File: src/rtl/halfband_decim_ts_param.sv
// halfband_decim_ts_param
// Parametrised half-band decimate-by-2 FIR, polyphase form, one time-shared
// multiplier. The centre tap is fixed at 0.5 and is applied as a shift. The
// odd-phase symmetric pairs are pre-added and then multiplied/accumulated one
// pair per clock. Coefficients can be loaded at run time, and the output is
// saturated to DATA_W.
// Build option: define HB_ROUND_EN to round half up before the COEF_W-bit
// truncation. When it is undefined the truncation is a plain floor.
module halfband_decim_ts_param #(
  parameter int DATA_W    = 18,
  parameter int COEF_W    = 18,
  parameter int NUM_PAIRS = 2,
  parameter int CA_W      = 1
) (
  input  logic                     clk,
  input  logic                     reset,
  input  logic                     sam_clk_en,
  input  logic signed [DATA_W-1:0] x_in,
  input  logic                     phase_sync,
  input  logic                     coef_we,
  input  logic        [CA_W-1:0]   coef_addr,
  input  logic signed [COEF_W-1:0] coef_data,
  input  logic                     ovr_clr,
  output logic signed [DATA_W-1:0] y,
  output logic                     y_valid,
  output logic                     busy,
  output logic                     sat,
  output logic                     ovr
);

  localparam int P      = NUM_PAIRS;
  localparam int KW     = (P > 1) ? $clog2(P) : 1;
  localparam int PRE_W  = DATA_W + 1;
  localparam int PROD_W = DATA_W + COEF_W + 1;
  localparam int ACC_W  = DATA_W + COEF_W + 2 + $clog2(P);
  localparam int QW     = ACC_W + 1 - COEF_W;

  localparam logic signed [ACC_W:0] RND =
    {{(ACC_W-COEF_W+1){1'b0}}, 1'b1, {(COEF_W-1){1'b0}}};
  localparam logic signed [QW-1:0] Y_MAX =
    {{(QW-DATA_W+1){1'b0}}, {(DATA_W-1){1'b1}}};
  localparam logic signed [QW-1:0] Y_MIN =
    {{(QW-DATA_W+1){1'b1}}, {(DATA_W-1){1'b0}}};

  typedef enum logic [1:0] {
    IDLE,
    LOAD,
    MAC,
    OUT
  } state_t;

  state_t state, state_nxt;

  logic signed [COEF_W-1:0] coef [P];
  logic signed [DATA_W-1:0] e    [P+1];
  logic signed [DATA_W-1:0] o    [2*P];
  logic                     phase;
  logic                     p1_strobe;
  logic                     overrun;

  logic        [KW-1:0]     k;
  logic signed [ACC_W-1:0]  acc;
  logic signed [ACC_W-1:0]  centre;

  logic signed [DATA_W-1:0] tap_a, tap_b;
  logic signed [COEF_W-1:0] cf;
  logic signed [PRE_W-1:0]  pre;
  logic signed [PROD_W-1:0] prod;

  logic signed [ACC_W:0]    acc_r;
  logic signed [QW-1:0]     q;
  logic signed [DATA_W-1:0] y_next;
  logic                     clip;

  // phase_sync forces the current sample to phase 0, so only an unsynced
  // strobe that arrives in phase 1 counts as an odd sample.
  assign p1_strobe = sam_clk_en && !phase_sync && phase;
  assign overrun   = p1_strobe && (state != IDLE);
  assign busy      = (state != IDLE);

  // Centre term: e[P] * 0.5 in Q(COEF_W) scaling, i.e. e[P] <<< (COEF_W-1).
  assign centre = {{(ACC_W-DATA_W-COEF_W+1){e[P][DATA_W-1]}}, e[P],
                   {(COEF_W-1){1'b0}}};

  // Coefficient register file. Writes to addresses with no matching pair
  // index are dropped.
  always_ff @(posedge clk) begin
    if (!reset) begin
      for (int unsigned i = 0; i < P; i++) coef[i] <= '0;
    end else if (coef_we) begin
      for (int unsigned i = 0; i < P; i++) begin
        if (coef_addr == CA_W'(i)) coef[i] <= coef_data;
      end
    end
  end

  // Phase tracking and the even/odd polyphase delay lines.
  always_ff @(posedge clk) begin
    if (!reset) begin
      phase <= 1'b0;
      for (int unsigned i = 0; i <= P; i++)   e[i] <= '0;
      for (int unsigned i = 0; i < 2*P; i++) o[i] <= '0;
    end else if (sam_clk_en) begin
      phase <= phase_sync ? 1'b1 : ~phase;
      if (p1_strobe) begin
        o[0] <= x_in;
        for (int unsigned i = 1; i < 2*P; i++) o[i] <= o[i-1];
      end else begin
        e[0] <= x_in;
        for (int unsigned i = 1; i <= P; i++) e[i] <= e[i-1];
      end
    end else if (phase_sync) begin
      phase <= 1'b0;
    end
  end

  // FSM state register.
  always_ff @(posedge clk) begin
    if (!reset) state <= IDLE;
    else        state <= state_nxt;
  end

  // Next state. Any odd sample restarts the sequence, and that includes one
  // that arrives mid-sequence, which aborts the result in flight.
  always_comb begin
    state_nxt = state;
    unique case (state)
      IDLE: state_nxt = IDLE;
      LOAD: state_nxt = MAC;
      MAC:  if (k == KW'(P-1)) state_nxt = OUT;
      OUT:  state_nxt = IDLE;
    endcase
    if (p1_strobe) state_nxt = LOAD;
  end

  // Select the current pair and its coefficient, then pre-add and multiply.
  always_comb begin
    tap_a = '0;
    tap_b = '0;
    cf    = '0;
    for (int unsigned i = 0; i < P; i++) begin
      if (k == KW'(i)) begin
        tap_a = o[P-1-i];
        tap_b = o[P+i];
        cf    = coef[i];
      end
    end
    pre  = PRE_W'(tap_a) + PRE_W'(tap_b);
    prod = PROD_W'(cf) * PROD_W'(pre);
  end

  // Optional rounding, truncation of COEF_W LSBs, then clip to DATA_W.
  always_comb begin
    acc_r = (ACC_W+1)'(acc);
`ifdef HB_ROUND_EN
    acc_r = acc_r + RND;
`endif
    q      = QW'(acc_r >>> COEF_W);
    clip   = 1'b0;
    y_next = q[DATA_W-1:0];
    if (q > Y_MAX) begin
      clip   = 1'b1;
      y_next = Y_MAX[DATA_W-1:0];
    end else if (q < Y_MIN) begin
      clip   = 1'b1;
      y_next = Y_MIN[DATA_W-1:0];
    end
  end

  // Accumulator, pair counter, output register and status flags.
  always_ff @(posedge clk) begin
    if (!reset) begin
      acc     <= '0;
      k       <= '0;
      y       <= '0;
      y_valid <= 1'b0;
      sat     <= 1'b0;
      ovr     <= 1'b0;
    end else begin
      y_valid <= 1'b0;
      sat     <= 1'b0;
      ovr     <= (ovr && !ovr_clr) || overrun;
      unique case (state)
        IDLE: ;
        LOAD: begin
          acc <= centre;
          k   <= '0;
        end
        MAC: begin
          acc <= acc + ACC_W'(prod);
          k   <= k + KW'(1);
        end
        OUT: begin
          if (!p1_strobe) begin
            y       <= y_next;
            y_valid <= 1'b1;
            sat     <= clip;
          end
        end
      endcase
    end
  end

endmodule

File: config.mk
export PLATFORM = sky130hd
export DESIGN_NAME = halfband_decim_ts_param
export DESIGN_NICKNAME = d
export VERILOG_FILES = /design/src/rtl/halfband_decim_ts_param.sv
export SDC_FILE = /design/constraint.sdc
export NUM_CORES = 1
export LEC_CHECK = 0
export CAP_MARGIN = 20
export CORE_ASPECT_RATIO = 1.25
export CORE_MARGIN = 2
export CORE_UTILIZATION = 55
export DETAILED_ROUTE_END_ITERATION = 16
export MAX_ROUTING_LAYER = met4
export PLACE_DENSITY = 0.72
export SKIP_LAST_GASP = 1
export SYNTH_ARGS = -nofsm -noshare
export SYNTH_HDL_FRONTEND = slang
export SYNTH_SLANG_ARGS = --single-unit
File: constraint.sdc
create_clock -name clk -period 12.95 [get_ports clk]
set_input_delay 1.9425 -clock clk [delete_from_list [all_inputs] [get_ports clk]]
set_output_delay 1.9425 -clock clk [all_outputs]
set_load 0.01 [all_outputs]
==> qor.csv, run 1 <==
stage,metric,value,unit
clocking,cts_inserted_buffers,25,
timing,grt_setup_unrepaired,false,
placement,gp_congestion,0.9560,
timing,skew,0.02001,ns
setup_path,cp-end-kind,flop,
placement,dp_hpwl,48400,um
die,num_rows,85,
clocking,clk_path_buf_depth,3,
timing,drv_slew,0,
cells_and_area,final_cell_mix,"412 x inv_1, 387 x fa_1, 221 x nand2_1",
timing,fmax,0.09692,GHz
die,start_util,55.68,%
cells_and_area,insertedDiodeCount,0,
setup_path,crit_fanout,24,
logic_synthesis,synth_edf_count,162,
global_routing,grt_pass1_vias,17753,
logic_synthesis,ys_ff_latch,226,
cells_and_area,stdcell_area,26050,um2
timing,worst_pin_slew,1.149,ns
logic_synthesis,synth_cells,2327,
die,ioPinCount,65,
route,ant_nets,0,
setup_path,cpPeakStageDelay,1.05,ns
timing,hold_viol,0,
cells_and_area,finalNetCount,2939,
global_routing,grt_max_degree,74,
cells_and_area,final_common_cell,inv_1,
status,status,finished clean,
route,drt-pass1-iter-count,5,
setup_path,start_kind,flop,
die,dieWidth,190.6,um
timing,finalCritPeriodShare,79.68,%
clocking,post_cts_resized,0,
timing,tns,0,ns
route,routed.top_layer,met4,
die,die-area,45200,um2
clocking,cts_tree,done,
setup_path,worstReg2RegEnd,acc[32],
global_routing,gr-usage-all-layers,28.39,%
setup_path,reg2reg_depth,30,
min_path,min_path_type,reg -> reg,
setup_path,cpMostUsedCell,fa_1,
cells_and_area,area_delta_synth_final,8.859,%
cells_and_area,multi_input_area,15890,um2
logic_synthesis,postSynthAreaPerCell,10.28,um2
logic_synthesis,synth.cell_area,23930,um2
logic_synthesis,yosys_warnings,0,
clocking,clk_pin_slew_worst_paths,0.07,ns
setup_path,regToRegSetupSlack,2.63,ns
die,die_h,237.2,um
clocking,htreeDepth,1,
route,drtIter0Drc,1015,
placement,post_dp_cell_area,25180,um2
min_path,min-delay-start,y[15],
route,routedWlPerCell,20.26,um
clocking,clock-sinks,226,
setup_path,critPathLaunch,k,
setup_path,slowest_stage,fa_1,
route,via_per_inst,5.574,
clocking,postCtsSetupRepairBufs,0,
route,num_vias,16428,
setup_path,critical_path_class,reg -> reg,
route,wl_met1,21940,um
logic_synthesis,synth_cell_types,77,
logic_synthesis,syn_nets,2902,
setup_path,cp.arrival,10.78,ns
cells_and_area,fillerInstances,3631,
logic_synthesis,async_flop_share,0,%
clocking,clk_latency,0.57,ns
cells_and_area,drive_gt1_share,6.591,%
global_routing,grt_pass1_wl,95240,um
global_routing,antenna_found_initial,0,
run,drv_cap,0,
timing,finalSetupViolations,0,
setup_path,r2r-start,k,
timing,min_period,10.32,ns
die,coreArea,42970,um2
cells_and_area,ff_latch_area,6150,um2
setup_path,required,13.41,ns
placement,numPortBuffers,64,
clocking,cts_root_buf,clkbuf_16,
route,met3_length,2666,um
timing,slew_headroom,22.87,%
clocking,hold_buffers,0,
global_routing,grt_remaining_overflow,0,
logic_synthesis,ys_seq_area_share,25.69,%
setup_path,cp-endpoint,acc[32],
route,dr_wl_met2,32090,um
logic_synthesis,synth_ff_type,edfxtp_1,
route,route.detailed.drc,0,
route,drt-total-wl,59700,um
## how the worst min path moves through the flow
| stage | to | slack, ns | cells after the start |
|---|---|---|---|
| floorplan | acc[15] | 0.43 | 2 |
| CTS | y[15] | 0.45 | 2 |
| finish | y[15] | 0.45 | 2 |
| global route | y[10] | 0.47 | 2 |
| detailed placement | y[15] | 0.44 | 2 |
| global placement | y[2] | 0.44 | 2 |
## state kept, by name, indices dropped and copies added, names as in the netlist
register  flops
state         2
acc          39
coef         36
o            72
y_valid       1
y            18
phase         1
ovr           1
e            54
k             1
sat           1
## cell usage after synthesis (all sizes together) (23+ instances only)
cell      n  area, um2
mux2     51      574.3
inv     413       1550
xnor2    46      429.2
ha      145       1814
nor2    183      689.4
fa      387       7747
and2    167       1045
dfxtp    64       1281
a21oi    90      461.7
o21ai    56      287.8
a21o     23      180.2
and3     27      170.2
xor2     28      279.0
edfxtp  162       4865
clkbuf   75      302.8
nand2   223      837.1
## cell type report
cell class | instances | share of cell area (%)
clock inverters | 12 | 0.6197
multi-input cells | 1600 | 61.00
inverters | 413 | 5.952
repair buffers | 98 | 3.468
well taps | 565 | 2.714
flip-flops and latches | 226 | 23.61
clock buffers | 33 | 2.637
## kinds of logic (layout without fill, tap and decap cells)
kind of cell,after synthesis,count (layout),share of synthesized area [%]
DFF,226,226,25.69
xor gates and xnor gates,74,74,2.960
muxes,73,73,3.321
AOI/OAI and AO/OA,254,254,6.783
and+or+nand+nor,667,667,13.19
adders and majority gates,532,532,39.96
buffers and inverters,501,556,8.090
## metal layers
metal / global-route usage (%) / up-vias
li1: - / 7399
met1: 32.38 / 8385
met2: 50.50 / 474
met3: 2.864 / 170
met4: 12.52 / 0
met5: - / -
## critical path, delay by kind of cell, from the launching register on
family	cells	cell delay, ns
adders and majority gates	10	5.14
muxes	2	0.51
AOI/OAI and AO/OA	11	2.94
and+or+nand+nor	6	0.93
DFF	1	0.55
buffers and inverters	1	0.13
## through the flow
step / utilization [%] / instances / worst slack, ns / hold slack [ns]
after global placement: 58.60 / 2901 / 2.911 / 0.4404
final: 60.62 / 2947 / 2.632 / 0.4494
after global routing: 60.62 / 2947 / 1.905 / 0.4727
after detailed placement: 58.60 / 2901 / 2.685 / 0.4432
after floorplan: - / 2327 / 2.432 / 0.4250
after CTS: 60.57 / 2946 / 2.652 / 0.4520
Power of run 1 is left out: the tool's default activity adds up to more than one toggle a clock period on the data nets, which glitch-free logic cannot reach.
==> run 2: changes to the inputs <==
PLACE_DENSITY = 0.75   (was 0.72)
clock period = 8.97 ns   (was 12.95 ns; I/O delays follow)
==> qor.csv, run 2 (same netlist as run 1, synthesis figures left out) <==
stage,metric,value,unit,change
status,status,finished clean,,unchanged
global_routing,gr-usage-all-layers,28.89,%,was 28.39%
timing,hold_viol,0,,unchanged
global_routing,grt_pass1_wl,96230,um,was 95240 um
setup_path,critical_path_class,reg -> reg,,unchanged
min_path,min-delay-start,y[6],,was y[15]
clocking,cts_root_buf,clkbuf_16,,unchanged
timing,finalCritPeriodShare,98.06,%,was 79.68%
setup_path,slowest_stage,fa_2,,was fa_1
min_path,hold-path-endpoint,y[6],,was y[15]
global_routing,grt_max_degree,74,,unchanged
route,route.detailed.drc,0,,unchanged
timing,drv_slew,0,,unchanged
setup_path,r2r-start,k,,unchanged
clocking,clk_latency,0.54,ns,was 0.57 ns
route,drt-pass1-iter-count,6,,was 5
setup_path,regToRegSetupSlack,0.17,ns,was 2.63 ns
global_routing,grt_pass1_vias,17931,,was 17.75k
clocking,cts_tree,done,,unchanged
placement,gp_congestion,1.012,,was 0.9560
setup_path,cp-end-kind,flop,,unchanged
die,die_h,237.2,um,unchanged
setup_path,critPathLaunch,k,,unchanged
cells_and_area,regMostFlops,o,,unchanged
cells_and_area,finalNetCount,3020,,was 2939
clocking,clk_pin_slew_worst_paths,0.06,ns,was 0.07 ns
route,drtIter0Drc,1068,,was 1015
timing,skew,0.01506,ns,was 0.02001 ns
min_path,hold_depth,2,,unchanged
setup_path,cp.arrival,9.19,ns,was 10.78 ns
clocking,htreeDepth,1,,unchanged
route,ant_nets,0,,unchanged
cells_and_area,reg.largest.list,"o x72, e x54, acc x39",,unchanged
cells_and_area,largest_reg_flops,72,,unchanged
setup_path,start_kind,flop,,unchanged
route,drt-total-wl,61500,um,was 59700 um
setup_path,crit_fanout,8,,was 24
setup_path,cpPeakStageDelay,0.63,ns,was 1.05 ns
cells_and_area,area_delta_synth_final,13.90,%,was 8.859%
clocking,clock-sinks,226,,unchanged
timing,finalSetupViolations,0,,unchanged
setup_path,cpMostUsedCell,fa_1,,unchanged
cells_and_area,fillerInstances,3526,,was 3631
timing,fmax,0.1137,GHz,was 0.09692 GHz
cells_and_area,drive_gt1_share,12.84,%,was 6.591%
placement,dp_hpwl,49520,um,was 48400 um
placement,numPortBuffers,64,,unchanged
timing,min_period,8.796,ns,was 10.32 ns
die,dieWidth,190.6,um,unchanged
global_routing,grt_remaining_overflow,0,,unchanged
global_routing,antenna_found_initial,1,,was 0
clocking,clk_path_buf_depth,3,,unchanged
die,die-area,45200,um2,unchanged
min_path,min_path_type,reg -> reg,,unchanged
die,coreArea,42970,um2,unchanged
clocking,cts_inserted_buffers,25,,unchanged
run,drv_cap,0,,unchanged
cells_and_area,final_common_cell,inv_1,,unchanged
setup_path,worstReg2RegEnd,acc[37],,was acc[32]
setup_path,required,9.36,ns,was 13.41 ns
die,ioPinCount,65,,unchanged
route,via_per_inst,5.620,,was 5.574
timing,slew_headroom,26.92,%,was 22.87%
setup_path,reg2reg_depth,33,,was 30
cells_and_area,final_cell_mix,"407 x inv_1, 378 x fa_1, 217 x nand2_1",,"was 412 x inv_1, 387 x fa_1, 221 x nand2_1"
route,num_vias,17016,,was 16.43k
route,routedWlPerCell,20.31,um,was 20.26 um
timing,hold_slack,0.4586,ns,was 0.4494 ns
timing,worst_pin_slew,1.066,ns,was 1.149 ns
die,start_util,55.68,%,unchanged
die,num_rows,85,,unchanged
==> run 2: changes by cell type in the layout (fill, tap and decap cells not counted), moves of 6 or more <==
cell | previous run | this run
buf_4 | 33 | 103
ha_1 | 145 | 127
ha_4 | 0 | 15
a21oi_1 | 89 | 77
a21oi_2 | 0 | 10
fa_1 | 387 | 378
fa_2 | 0 | 9
nor2_1 | 180 | 173
o21ai_0 | 51 | 45
==> run 2: worst max-delay path, delay by kind of cell, from the launching register on <==
family	cells	cell delay (ns)
adder cells (fa/ha/maj)	10	4.24
AND/OR/NAND/NOR	6	0.91
AO/OA/AOI/OAI	10	2.05
buffers and inverters	5	0.51
XOR/XNOR	1	0.15
multiplexers	1	0.33
flip-flops	1	0.41
==> run 2: what timing repair did <==
item                                    in CTS  in global routing
setup buffers                                3                 28
hold endpoints to repair                     0                  0
pin swaps                                    4                 57
endpoints found under the setup margin       8                 18
hold buffers                                 0                  0
resized for setup                            6                 97
cloned                                       0                  1
==> run 2: final cells by class <==
class | instances | area, um2 | area share, %
inverter | 413 | 1550 | 5.689
tap | 565 | 706.9 | 2.594
sequential | 226 | 6150 | 22.57
timing repair buffer | 179 | 1599 | 5.868
multi-input combinational | 1600 | 16450 | 60.37
clock buffer | 29 | 661.9 | 2.429
clock inverter | 15 | 130.1 | 0.4775
antenna | 1 | 2.502 | 0.009183
==> run 2: layer usage <==
metal	global-route usage, %	vias up	wire length (um)
met5	-	-	0
met4	16.65	0	4206
met3	3.425	227	3148
met2	49.70	590	31870
met1	32.45	8620	22270
li1	-	7579	-
==> run 2: how the worst max path moves through the flow <==
stage | endpoint | slack (ns) | cells past startpoint
finish | acc[37] | 0.17 | 33
CTS | acc[24] | 0.009 | 30
floorplan | acc[32] | -0.04 | 37
global route | acc[37] | -0.09 | 33
global placement | acc[24] | -0.05 | 33
detailed placement | acc[36] | -0.13 | 31
==> run 2: through the flow <==
stage               cells  cell area (um2)  setup TNS, ns  util (%)  setup WS [ns]
global route         3028            27250        -0.3469     63.42       -0.09203
CTS                  2998            26520              0     61.72       0.009109
floorplan            2327            24060       -0.03619         -       -0.03619
detailed placement   2951            25680        -0.5459     59.77        -0.1311
global placement     2951            25680       -0.05337     59.77       -0.05337
finish               3028            27250              0     63.42         0.1744
Power of run 2 is left out for the same reason.
==> run 3: changes to the inputs <==
PLACE_DENSITY = 0.73   (was 0.75)
==> qor.csv, run 3 (same netlist as run 1, synthesis figures left out) <==
stage,metric,value,unit,change
status,status,finished clean,,unchanged
timing,setup_ws,0.1499,ns,was 0.1744 ns
placement,post-place-ws,0.04898,ns,was -0.1311 ns
timing,grt_setup_unrepaired,true,,
die,dieWidth,190.6,um,unchanged
cells_and_area,insertedDiodeCount,0,,was 1
route,via_per_inst,5.564,,was 5.620
cells_and_area,utilization,63.13,%,was 63.42%
setup_path,cp.arrival,9.24,ns,was 9.19 ns
cells_and_area,ff_latch_area,6150,um2,unchanged
setup_path,start_kind,flop,,unchanged
cells_and_area,drive_gt1_share,12.29,%,was 12.84%
run,drv_cap,0,,unchanged
global_routing,gr-usage-all-layers,29.11,%,was 28.89%
route,drtIter0Drc,996,,was 1068
clocking,cts_inserted_buffers,25,,unchanged
die,coreArea,42970,um2,unchanged
timing,finalCritPeriodShare,98.33,%,was 98.06%
cells_and_area,final_common_cell,inv_1,,unchanged
cells_and_area,reg.largest.list,"o x72, e x54, acc x39",,unchanged
global_routing,antenna_found_initial,0,,was 1
clocking,clk_pin_slew_worst_paths,0.06,ns,about the same
placement,dp.cells,2954,,was 2951
cells_and_area,largest_reg_flops,72,,unchanged
route,drt-pass1-iter-count,5,,was 6
die,ioPinCount,65,,unchanged
clocking,hold_buffers,0,,unchanged
cells_and_area,multi_input_area,16320,um2,was 16450 um2
setup_path,cpPeakStageDelay,0.62,ns,was 0.63 ns
cells_and_area,regMostFlops,o,,unchanged
setup_path,critical_path_class,reg -> reg,,unchanged
clocking,clock-sinks,226,,unchanged
global_routing,grt_max_degree,74,,unchanged
cells_and_area,final_cell_mix,"408 x inv_1, 378 x fa_1, 217 x nand2_1",,"was 407 x inv_1, 378 x fa_1, 217 x nand2_1"
route,num_vias,16858,,was 17.02k
setup_path,cp-end-kind,flop,,unchanged
setup_path,required,9.39,ns,was 9.36 ns
die,num_rows,85,,unchanged
global_routing,grt_remaining_overflow,0,,unchanged
timing,worst_pin_slew,1.058,ns,was 1.066 ns
route,drt-total-wl,62550,um,was 61500 um
route,routedWlPerCell,20.64,um,was 20.31 um
clocking,cts_tree,done,,unchanged
min_path,min_path_type,reg -> reg,,unchanged
cells_and_area,fin_cells,3030,,was 3028
timing,finalSetupViolations,0,,unchanged
clocking,clk_latency,0.58,ns,was 0.54 ns
clocking,htreeDepth,1,,unchanged
placement,numPortBuffers,64,,unchanged
cells_and_area,finalNetCount,3021,,was 3020
timing,hold_viol,0,,unchanged
timing,skew,0.03003,ns,was 0.01506 ns
global_routing,grt_pass1_vias,18290,,was 17.93k
clocking,clk_path_buf_depth,3,,unchanged
placement,dp_hpwl,50400,um,was 49520 um
setup_path,crit_fanout,7,,was 8
clocking,cts_root_buf,clkbuf_16,,unchanged
die,start_util,55.68,%,unchanged
global_routing,grt_pass1_wl,97210,um,was 96230 um
setup_path,cpMostUsedCell,fa_1,,unchanged
route,ant_nets,0,,unchanged
cells_and_area,area_delta_synth_final,13.37,%,was 13.90%
die,die-area,45200,um2,unchanged
timing,fmax,0.1134,GHz,was 0.1137 GHz
placement,gp_congestion,0.9479,,was 1.012
timing,slew_headroom,28.98,%,was 26.92%
route,route.detailed.drc,0,,unchanged
cells_and_area,fillerInstances,3466,,was 3526
timing,hold_slack,0.4517,ns,was 0.4586 ns
die,die_h,237.2,um,unchanged
timing,drv_slew,0,,unchanged
setup_path,slowest_stage,fa_2,,unchanged
timing,min_period,8.820,ns,was 8.796 ns
## run 3: final timing paths
check	from	end	slack (ns)	cells past startpoint
max	k	acc[37]	0.15	34
min	y[5]	y[5]	0.45	2
max reg2reg	k	acc[37]	0.15	34
min reg2reg	y[5]	y[5]	0.45	2
## run 3: layout make-up
class                      instances  share of cell area [%]
multi-input combinational       1600                   60.16
sequential                       226                   22.67
timing repair buffer             180                   5.974
inverter                         413                   5.715
tap                              565                   2.606
clock buffer                      34                   2.588
clock inverter                    12                  0.2814
## run 3: critical path, delay by kind of cell (launching register included)
kind | cells | cell delay (ns)
buffers and inverters | 5 | 0.46
multiplexers | 1 | 0.34
XOR/XNOR | 1 | 0.16
AO/OA/AOI/OAI | 14 | 2.67
adder cells (fa/ha/maj) | 10 | 4.16
AND/OR/NAND/NOR | 3 | 0.44
flip-flops | 1 | 0.43
## run 3: layer usage
| layer | vias up | track usage [%] | routed length, um |
|---|---|---|---|
| li1 | 7565 | - | - |
| met5 | - | - | 0 |
| met2 | 544 | 49.95 | 32510 |
| met3 | 228 | 3.071 | 3055 |
| met4 | 0 | 18.63 | 4648 |
| met1 | 8521 | 32.29 | 22330 |
## run 3: per-stage QoR
step                area, um2  TNS [ns]
global route            27120    -1.155
detailed placement      25690         0
finish                  27120         0
floorplan               24060  -0.03619
global placement        25690         0
CTS                     26470         0
## run 3: repair_timing
item | in CTS | in global routing
gates resized for setup | 0 | 85
endpoints found under the setup margin | 0 | 19
buffers inserted | 0 | 28
Power of run 3 is left out for the same reason.
